===== src/rtl/config_frame_pkg.sv =====
// Shared definitions for the column configuration frame writer.
package config_frame_pkg;

    // Opcode carried in the top nibble of a write-frame header word
    localparam logic [3:0] WRITE_FRAME = 4'hF;

    // Header field positions and widths
    localparam int unsigned OP_LSB  = 28;
    localparam int unsigned OP_W    = 4;
    localparam int unsigned COL_LSB = 20;
    localparam int unsigned COL_W   = 8;
    localparam int unsigned IDX_LSB = 15;
    localparam int unsigned IDX_W   = 5;

    // Strobe-duration counter covers StrobeCycles up to 15
    localparam int unsigned STROBE_CNT_W = 4;

    typedef enum logic [2:0] {
        ST_IDLE,
        ST_WAIT_DATA,
        ST_SETUP,
        ST_STROBE,
        ST_HOLD,
        ST_SKIP
    } state_t;

endpackage


===== src/rtl/config_frame_writer_if.sv =====
// Configuration word stream with valid/ready handshake.
interface config_frame_writer_if #(
    parameter int unsigned Width = 32
);
    logic [Width-1:0] data;
    logic             valid;
    logic             ready;

    modport master (output data, output valid, input ready);
    modport slave  (input data, input valid, output ready);
endinterface


===== src/rtl/frame_strobe_decode.sv =====
// Combinational frame index to one-hot strobe decoder; out-of-range index yields all zeros.
module frame_strobe_decode #(
    parameter int unsigned Width      = 20,
    parameter int unsigned IndexWidth = 5
) (
    input  logic [IndexWidth-1:0] index,
    input  logic                  en,
    output logic [Width-1:0]      onehot
);

    // One bit per frame line, gated by enable
    always_comb begin
        onehot = '0;
        for (int unsigned i = 0; i < Width; i++) begin
            onehot[i] = en && (32'(index) == i);
        end
    end

endmodule


===== src/rtl/config_frame_writer.sv =====
// Decodes header+data word pairs and drives one column's FrameData / FrameStrobe
// with a setup, strobe, hold sequence.
module config_frame_writer
    import config_frame_pkg::*;
#(
    parameter int unsigned MaxFramesPerCol = 20,
    parameter int unsigned FrameBitsPerRow = 32,
    parameter int unsigned ColumnId        = 0,
    parameter int unsigned StrobeCycles    = 1,
    parameter int unsigned CountWidth      = 16
) (
    input  logic                        CLK,
    input  logic                        reset,
    config_frame_writer_if.slave        s,
    output logic [FrameBitsPerRow-1:0]  FrameData,
    output logic [MaxFramesPerCol-1:0]  FrameStrobe,
    output logic                        busy,
    output logic                        err,
    output logic [CountWidth-1:0]       frames_written
);

    state_t                      state_q, state_d;
    logic [COL_W-1:0]            col_q, col_d;
    logic [IDX_W-1:0]            idx_q, idx_d;
    logic [STROBE_CNT_W-1:0]     cnt_q, cnt_d;
    logic [FrameBitsPerRow-1:0]  data_q, data_d;
    logic [MaxFramesPerCol-1:0]  strobe_q, strobe_d;
    logic [CountWidth-1:0]       fw_q, fw_d;
    logic                        err_q, err_d;
    logic                        ready_q, ready_d;
    logic                        busy_q, busy_d;
    logic                        strobe_en;
    logic                        accept;
    logic [OP_W-1:0]             word_op;
    logic [COL_W-1:0]            word_col;
    logic [IDX_W-1:0]            word_idx;

    assign accept   = s.valid && ready_q;
    assign word_op  = s.data[OP_LSB  +: OP_W];
    assign word_col = s.data[COL_LSB +: COL_W];
    assign word_idx = s.data[IDX_LSB +: IDX_W];

    // Strobe decoder sees the latched index; its output is registered below
    frame_strobe_decode #(
        .Width      (MaxFramesPerCol),
        .IndexWidth (IDX_W)
    ) u_decode (
        .index  (idx_q),
        .en     (strobe_en),
        .onehot (strobe_d)
    );

    // Next-state and next-output logic
    always_comb begin
        state_d = state_q;
        col_d   = col_q;
        idx_d   = idx_q;
        cnt_d   = cnt_q;
        data_d  = data_q;
        err_d   = err_q;
        fw_d    = fw_q;

        case (state_q)
            ST_IDLE: begin
                if (accept) begin
                    if (word_op == WRITE_FRAME) begin
                        col_d   = word_col;
                        idx_d   = word_idx;
                        state_d = ST_WAIT_DATA;
                    end else begin
                        err_d = 1'b1;
                    end
                end
            end
            ST_WAIT_DATA: begin
                if (accept) begin
                    state_d = ST_IDLE;
                    if (col_q == COL_W'(ColumnId)) begin
                        if (32'(idx_q) < MaxFramesPerCol) begin
                            data_d  = s.data;
                            state_d = ST_SETUP;
                        end else begin
                            err_d = 1'b1;
                        end
                    end
                end
            end
            ST_SETUP: begin
                state_d = ST_STROBE;
                cnt_d   = '0;
                if (fw_q != {CountWidth{1'b1}}) begin
                    fw_d = fw_q + CountWidth'(1);
                end
            end
            ST_STROBE: begin
                if (cnt_q == STROBE_CNT_W'(StrobeCycles - 1)) begin
                    state_d = ST_HOLD;
                end else begin
                    cnt_d = cnt_q + STROBE_CNT_W'(1);
                end
            end
            ST_HOLD: begin
                state_d = ST_IDLE;
            end
            default: begin
                state_d = ST_IDLE;
            end
        endcase

        strobe_en = (state_d == ST_STROBE);
        ready_d   = (state_d == ST_IDLE) || (state_d == ST_WAIT_DATA);
        busy_d    = (state_d != ST_IDLE);
    end

    // State and registered outputs
    always_ff @(posedge CLK) begin
        if (reset) begin
            state_q  <= ST_IDLE;
            col_q    <= '0;
            idx_q    <= '0;
            cnt_q    <= '0;
            data_q   <= '0;
            strobe_q <= '0;
            fw_q     <= '0;
            err_q    <= 1'b0;
            ready_q  <= 1'b0;
            busy_q   <= 1'b0;
        end else begin
            state_q  <= state_d;
            col_q    <= col_d;
            idx_q    <= idx_d;
            cnt_q    <= cnt_d;
            data_q   <= data_d;
            strobe_q <= strobe_d;
            fw_q     <= fw_d;
            err_q    <= err_d;
            ready_q  <= ready_d;
            busy_q   <= busy_d;
        end
    end

    assign s.ready        = ready_q;
    assign FrameData      = data_q;
    assign FrameStrobe    = strobe_q;
    assign busy           = busy_q;
    assign err            = err_q;
    assign frames_written = fw_q;

endmodule


===== src/flat_wrapper.sv =====
// flat-port wrapper written by rule: the top's interface ports become plain ports
module config_frame_writer_flat import config_frame_pkg::*;
#(
    parameter int unsigned MaxFramesPerCol = 20,
    parameter int unsigned FrameBitsPerRow = 32,
    parameter int unsigned ColumnId        = 0,
    parameter int unsigned StrobeCycles    = 1,
    parameter int unsigned CountWidth      = 16
)
  (CLK, reset, FrameData, FrameStrobe, busy, err, frames_written, s_data, s_valid, s_ready);
  config_frame_writer_if #(.Width((32))) s_i ();
  input  logic CLK;
  input  logic reset;
  output logic [FrameBitsPerRow-1:0] FrameData;
  output logic [MaxFramesPerCol-1:0] FrameStrobe;
  output logic busy;
  output logic err;
  output logic [CountWidth-1:0] frames_written;
  input wire logic [$bits(s_i.data)-1:0] s_data;
  input wire logic [$bits(s_i.valid)-1:0] s_valid;
  output wire logic [$bits(s_i.ready)-1:0] s_ready;
  assign s_i.data = s_data;
  assign s_i.valid = s_valid;
  assign s_ready = s_i.ready;
  config_frame_writer #(.MaxFramesPerCol(MaxFramesPerCol), .FrameBitsPerRow(FrameBitsPerRow), .ColumnId(ColumnId), .StrobeCycles(StrobeCycles), .CountWidth(CountWidth)) u_core (.CLK(CLK), .reset(reset), .s(s_i), .FrameData(FrameData), .FrameStrobe(FrameStrobe), .busy(busy), .err(err), .frames_written(frames_written));
endmodule

===== config.mk =====
export PLATFORM = sky130hd
export DESIGN_NAME = config_frame_writer_flat
export DESIGN_NICKNAME = d
export VERILOG_FILES = /design/src/rtl/config_frame_pkg.sv /design/src/rtl/config_frame_writer_if.sv /design/src/rtl/frame_strobe_decode.sv /design/src/rtl/config_frame_writer.sv /design/src/flat_wrapper.sv
export SDC_FILE = /design/constraint.sdc
export NUM_CORES = 1
export LEC_CHECK = 0
export ABC_AREA = 1
export CORE_ASPECT_RATIO = 1.25
export CORE_MARGIN = 8
export CORE_UTILIZATION = 35
export DETAILED_ROUTE_END_ITERATION = 8
export PLACE_DENSITY_LB_ADDON = 0.2
export SETUP_SLACK_MARGIN = 0.1
export SLEW_MARGIN = 20
export SYNTH_ARGS = -nofsm -noshare
export SYNTH_HDL_FRONTEND = slang
export SYNTH_SLANG_ARGS = --single-unit

===== constraint.sdc =====
create_clock -name CLK -period 2.6 [get_ports CLK]
set_input_delay 0.65 -clock CLK [delete_from_list [all_inputs] [get_ports CLK]]
set_output_delay 0.65 -clock CLK [all_outputs]
set_load 0.02 [all_outputs]

After elaboration in Yosys (flattened, before gate mapping)
Index checks and enable logic that the tools add are counted.
- register bits: 91
- output and inout port bits: 71
- logic and storage cells: 95
- add/subtract/negate cells: 2
- $lt $le $gt $ge: 1
- equality and inequality tests: 32
- muxes and demuxes: 15
- reduce and logical (&&, ||, !) cells: 35
- operator list (kind ; number):
    $eq 5x4->1 const B ; 8
    $logic_and 1x1->1 ; 21
    $eq 5x3->1 const B ; 4
    $eq 5x5->1 const B ; 4
    $add 16x1->16 const B ; 1
    $ne 16x16->1 const B ; 1
    $mux 3 ; 5
    $pmux 3 s4 ; 1
    $eq 5x2->1 const B ; 2
    $eq 3x2->1 const B ; 3
    $logic_not 8->1 ; 1
    $pmux 4 s2 ; 1
    $eq 3x1->1 const B ; 2
    $logic_not 3->1 ; 2
    $ne 2x1->1 const B ; 3
    $ne 2x2->1 const B ; 3
    $reduce_and 6->1 ; 1
    $eq 5x1->1 const B ; 1
    $logic_not 5->1 ; 1
    $lt 5x5->1 const B ; 1
    $mux 1 ; 5
    $add 4x1->4 const B ; 1
    $eq 4x4->1 const B ; 1
    $logic_not 4->1 ; 1
    other kinds (9) ; 11

Logic depth before layout (Yosys ltp)
- depth in word-level cells: 7
- depth in mapped cells: 10
- depth with buffers taken out: 10

By module
Synthesis repeated with hierarchy kept, for this count alone.
- cell total of the unflattened synthesis: 529
- area total of the unflattened synthesis: 3803.6 um^2
- by module, submodules not included (module ; times used ; cells each ; area an instance (um^2) ; seq. area each (um^2)):
    config_frame_writer ; 1 ; 483 ; 3621.0 ; 1821.7
    frame_strobe_decode ; 1 ; 46 ; 182.7 ; 0.0

Least setup slack after synthesis
OpenSTA, ideal clock, no wires.
- kind: reg-to-reg
- start point: register u_core.fw_q[0], in the netlist u_core.frames_written[0]
- end point: register u_core.fw_q[10], in the netlist u_core.frames_written[10]
- arrival time: 1.539 ns
- data required time: 2.464 ns
- path slack: 0.924 ns
- cell stages (with the launch flop): 10
- path buffers: 1
- cells stage by stage: dfxtp_1 -> ha_1 -> nand2_2 -> nor2_4 -> nand2_4 -> nor2_1 -> nor2_4 -> buf_6 -> nand2_1 -> a21oi_2
- word-level cells in the longest chain between the ends: 2
- ends and longest elaborated chain (element ; line ; text):
    from (decl) ; config_frame_writer.sv:28 ; logic [CountWidth-1:0] fw_q, fw_d;
    from (signal assigned) ; config_frame_writer.sv:135 ; fw_q <= fw_d;
    parallel branches: the longest is 2 deep, another holds $add 16x1->16 ; -- ;
Parallel ways; which one is timed is not known.
A chain may end at the register's enable or synchronous reset.

Worst setup path after layout
- start point: register u_core.fw_q[12], in the netlist u_core.frames_written[12]
- end point: output frames_written[12]
- RTL lines (element ; line ; text):
    to (decl) ; flat_wrapper.sv:18 ; output logic [CountWidth-1:0] frames_written;
No word-level cell between the ends.

==> results.tsv <==
metric	value	unit
status	completed	
seq_area	1820	sq um
pin_count	106	
power_density	537	nW/um^2
crit_family	buffers and inverters	
dieArea	14400	sq um
clockPowerShare	45.6	%
rsz0062_at_grt	false	
path_clk_slew	0.06	ns
leakage	0.00221	uW
htree_num_levels	3	
top_usage_layer	met2	
vias	3485	
critPathMaxFanout	7	
ys.flop_type	dfxtp_1	
antenna_found_initial	0	
first_iter_violations	91	
reg2reg_from	u_core.cnt_q[0]	
startpoint_type	flop	
synth-seq-cells	91	
overflow	0	
timing.hold.ws	0.447	ns
use_met2	22.5	%
p_switching	615	uW
worst_slew_pin_slew	0.565	ns
hp-class	reg -> reg	
async_reset_ff_share	0	%
cap_viol_max_count	0	
synth_nets	567	
route.detailed.drc	0	
cp.required	1.95	ns
synth_top_area_share	48.0	%
yosys_warnings	0	
path_buf_inv	1	
multi_input_area	1630	sq um
gr-usage-met3	5.58	%
min_period	2.10	ns
startpoint	u_core.frames_written[12]	
die_w	109	um
critical_path_depth	1	
worst_path_max_delay_cell	clkdlybuf4s50_1	
p_comb_share	4.8	%
wl	9580	um
timing.rr.end	u_core.FrameStrobe[13]	
synth_common_cells	nand2_1 (128), nor2_1 (111), dfxtp_1 (91)	
drt_pass1_iterations	7	
max_freq	0.477	GHz
r2r_cells	7	
port_buffers	105	
finalHoldViolations	0	
cts.sinks	91	
reg2reg_slack	0.84	ns
cts_setup_buffers	0	
avgSynthCellArea	7.17	sq um
wl_per_cell	12.4	um
arrival	1.45	ns
slew_viol_final	0	
rows	42	
antenna_left	0	
placeableCoreArea	10600	sq um
peakVddDrop	0.406	mV
nFillCells	1051	
cp-endpoint	frames_written[12]	
grt_usage	13.5	%
cts_tree	yes	
yosysTopAreaCell	dfxtp_1	
gp_congestion	0.799	
die_h	132	um
finalCritPeriodShare	80.7	%
cts_hold_buf	0	
fin_util	49.9	%
final_nets	672	
drive_above_1_share	7.51	%
start_util	35.9	%
synthTopCellsByArea	dfxtp_1 (48%), nand2_1 (13%), nor2_1 (11%)	
worstSkewPairLatency	0.34	ns
hold_depth	2	
critPathMaxStageDelay	0.66	ns
worst_clock_skew	0.00614	ns
tns	0	ns
grt_pass1_wl	15600	um
relSlewSlack	62.1	%
syn_inst	529	
seqPwrFrac	49.6	%
grt_pass1_vias	3321	
synth.cell_area	3790	sq um
cts_root_buffer	clkbuf_16	
vias_per_cell	4.52	
dp_hpwl	7200	um
ys_seq_area_share	48.0	%
num_antenna_cells	0	
p_sw_share	21.7	%
synthToLayoutAreaGrowth	39.1	%
grtUsageMet1	14.4	%
yosysUniqueCellTypes	30	
synth_edf_count	0	
crit_type	reg -> out	
grt_max_degree	53	
synth_most_common_cell	nand2_1	
end_kind	primary output	
p_int	2220	uW
numCtsBuffers	9	
clk_path_buf_depth	2	
post_cts_resize_count	0	
path_cells	clkdlybuf4s50_1	
finalSetupViolCount	0	
routing by layer:
layer | vias to the layer above | share of wire, %
met2 | 80 | 49
met1 | 1561 | 41
met3 | 10 | 9.1
met5 | - | 0
li1 | 1834 | -
met4 | 0 | 1.8
sequential cells by signal (all words and copies together), names as in the netlist, 3 cells and up:
name / count
u_core.FrameData: 32
u_core.FrameStrobe: 20
u_core.frames_written: 16
u_core.col_q: 8
u_core.idx_q: 5
u_core.cnt_q: 4
u_core.state_q: 3
kinds of logic (layout without fill, tap and decap cells):
group                      count (synthesis)  in the layout  synth area share (%)
and+or+nand+nor                          286            286                  31.5
buffers and inverters                     85            195                  9.07
xor gates and xnor gates                   6              6                  1.39
AOI/OAI and AO/OA                         58             58                  8.97
adders and majority gates                  3              3                 0.990
DFF                                       91             91                  48.0
worst min-delay path by stage:
stage,endpoint,slack [ns],from
floorplan,u_core.col_q[4],0.43,u_core.col_q[4]
global placement,u_core.col_q[5],0.44,u_core.col_q[5]
detailed placement,u_core.err,0.44,u_core.err
CTS,u_core.err,0.45,u_core.err
global route,u_core.err,0.48,u_core.err
finish,u_core.err,0.45,u_core.err
power by group through the flow:
stage / combinational, uW / sequential, uW / clock [uW]
after detailed placement: 138 / 1440 / 0
after global routing: 150 / 1410 / 1390
final: 137 / 1410 / 1290
after global placement: 137 / 1440 / 0
after CTS: 139 / 1410 / 1320
after floorplan: 45.1 / 1440 / 0
final cells by class:
| cell class | count | area share (%) |
|---|---|---|
| clock inverter | 6 | 1.26 |
| clock buffer | 10 | 4.34 |
| timing repair buffer | 111 | 21.0 |
| sequential | 91 | 34.5 |
| inverter | 68 | 4.84 |
| multi-input combinational | 353 | 30.9 |
| tap | 132 | 3.13 |
worst register-to-register path, delay by kind of cell (launching register included):
| family | cells | cell delay [ns] |
|---|---|---|
| and+or+nand+nor | 3 | 0.40 |
| adders and majority gates | 1 | 0.13 |
| AOI/OAI and AO/OA | 1 | 0.49 |
| DFF | 1 | 0.34 |
| buffers and inverters | 2 | 0.28 |
stage by stage:
stage / power, uW / std cells / setup slack (ns) / cell area, sq um
2_1_floorplan: 1490 / 529 / 0.924 / 3790
3_3_place_gp: 1570 / 755 / 0.394 / 4980
3_5_place_dp: 1580 / 755 / 0.353 / 4980
4_1_cts: 2870 / 771 / 0.480 / 5280
5_1_grt: 2940 / 771 / 0.434 / 5280
6_report: 2830 / 771 / 0.501 / 5280
cells in the final DEF, fill, tap and decap left out, drive strengths merged:
cell type      synthesis  routed
a21oi                 30      30
and2                   1       1
buf                   12       6
bufinv                 0       1
clkbuf                 5      10
clkdlybuf4s50          0     105
clkinv                 0       5
dfxtp                 91      91
ha                     3       3
inv                   68      68
nand2                134     134
nand3                 17      17
nand3b                 2       2
nand4                 10      10
nor2                 118     118
nor3                   2       2
nor3b                  1       1
nor4                   1       1
o211ai                 1       1
o21ai                 26      26
o21bai                 1       1
xnor2                  1       1
xor2                   5       5
No activity file was read; power rests on OpenSTA's default activity.
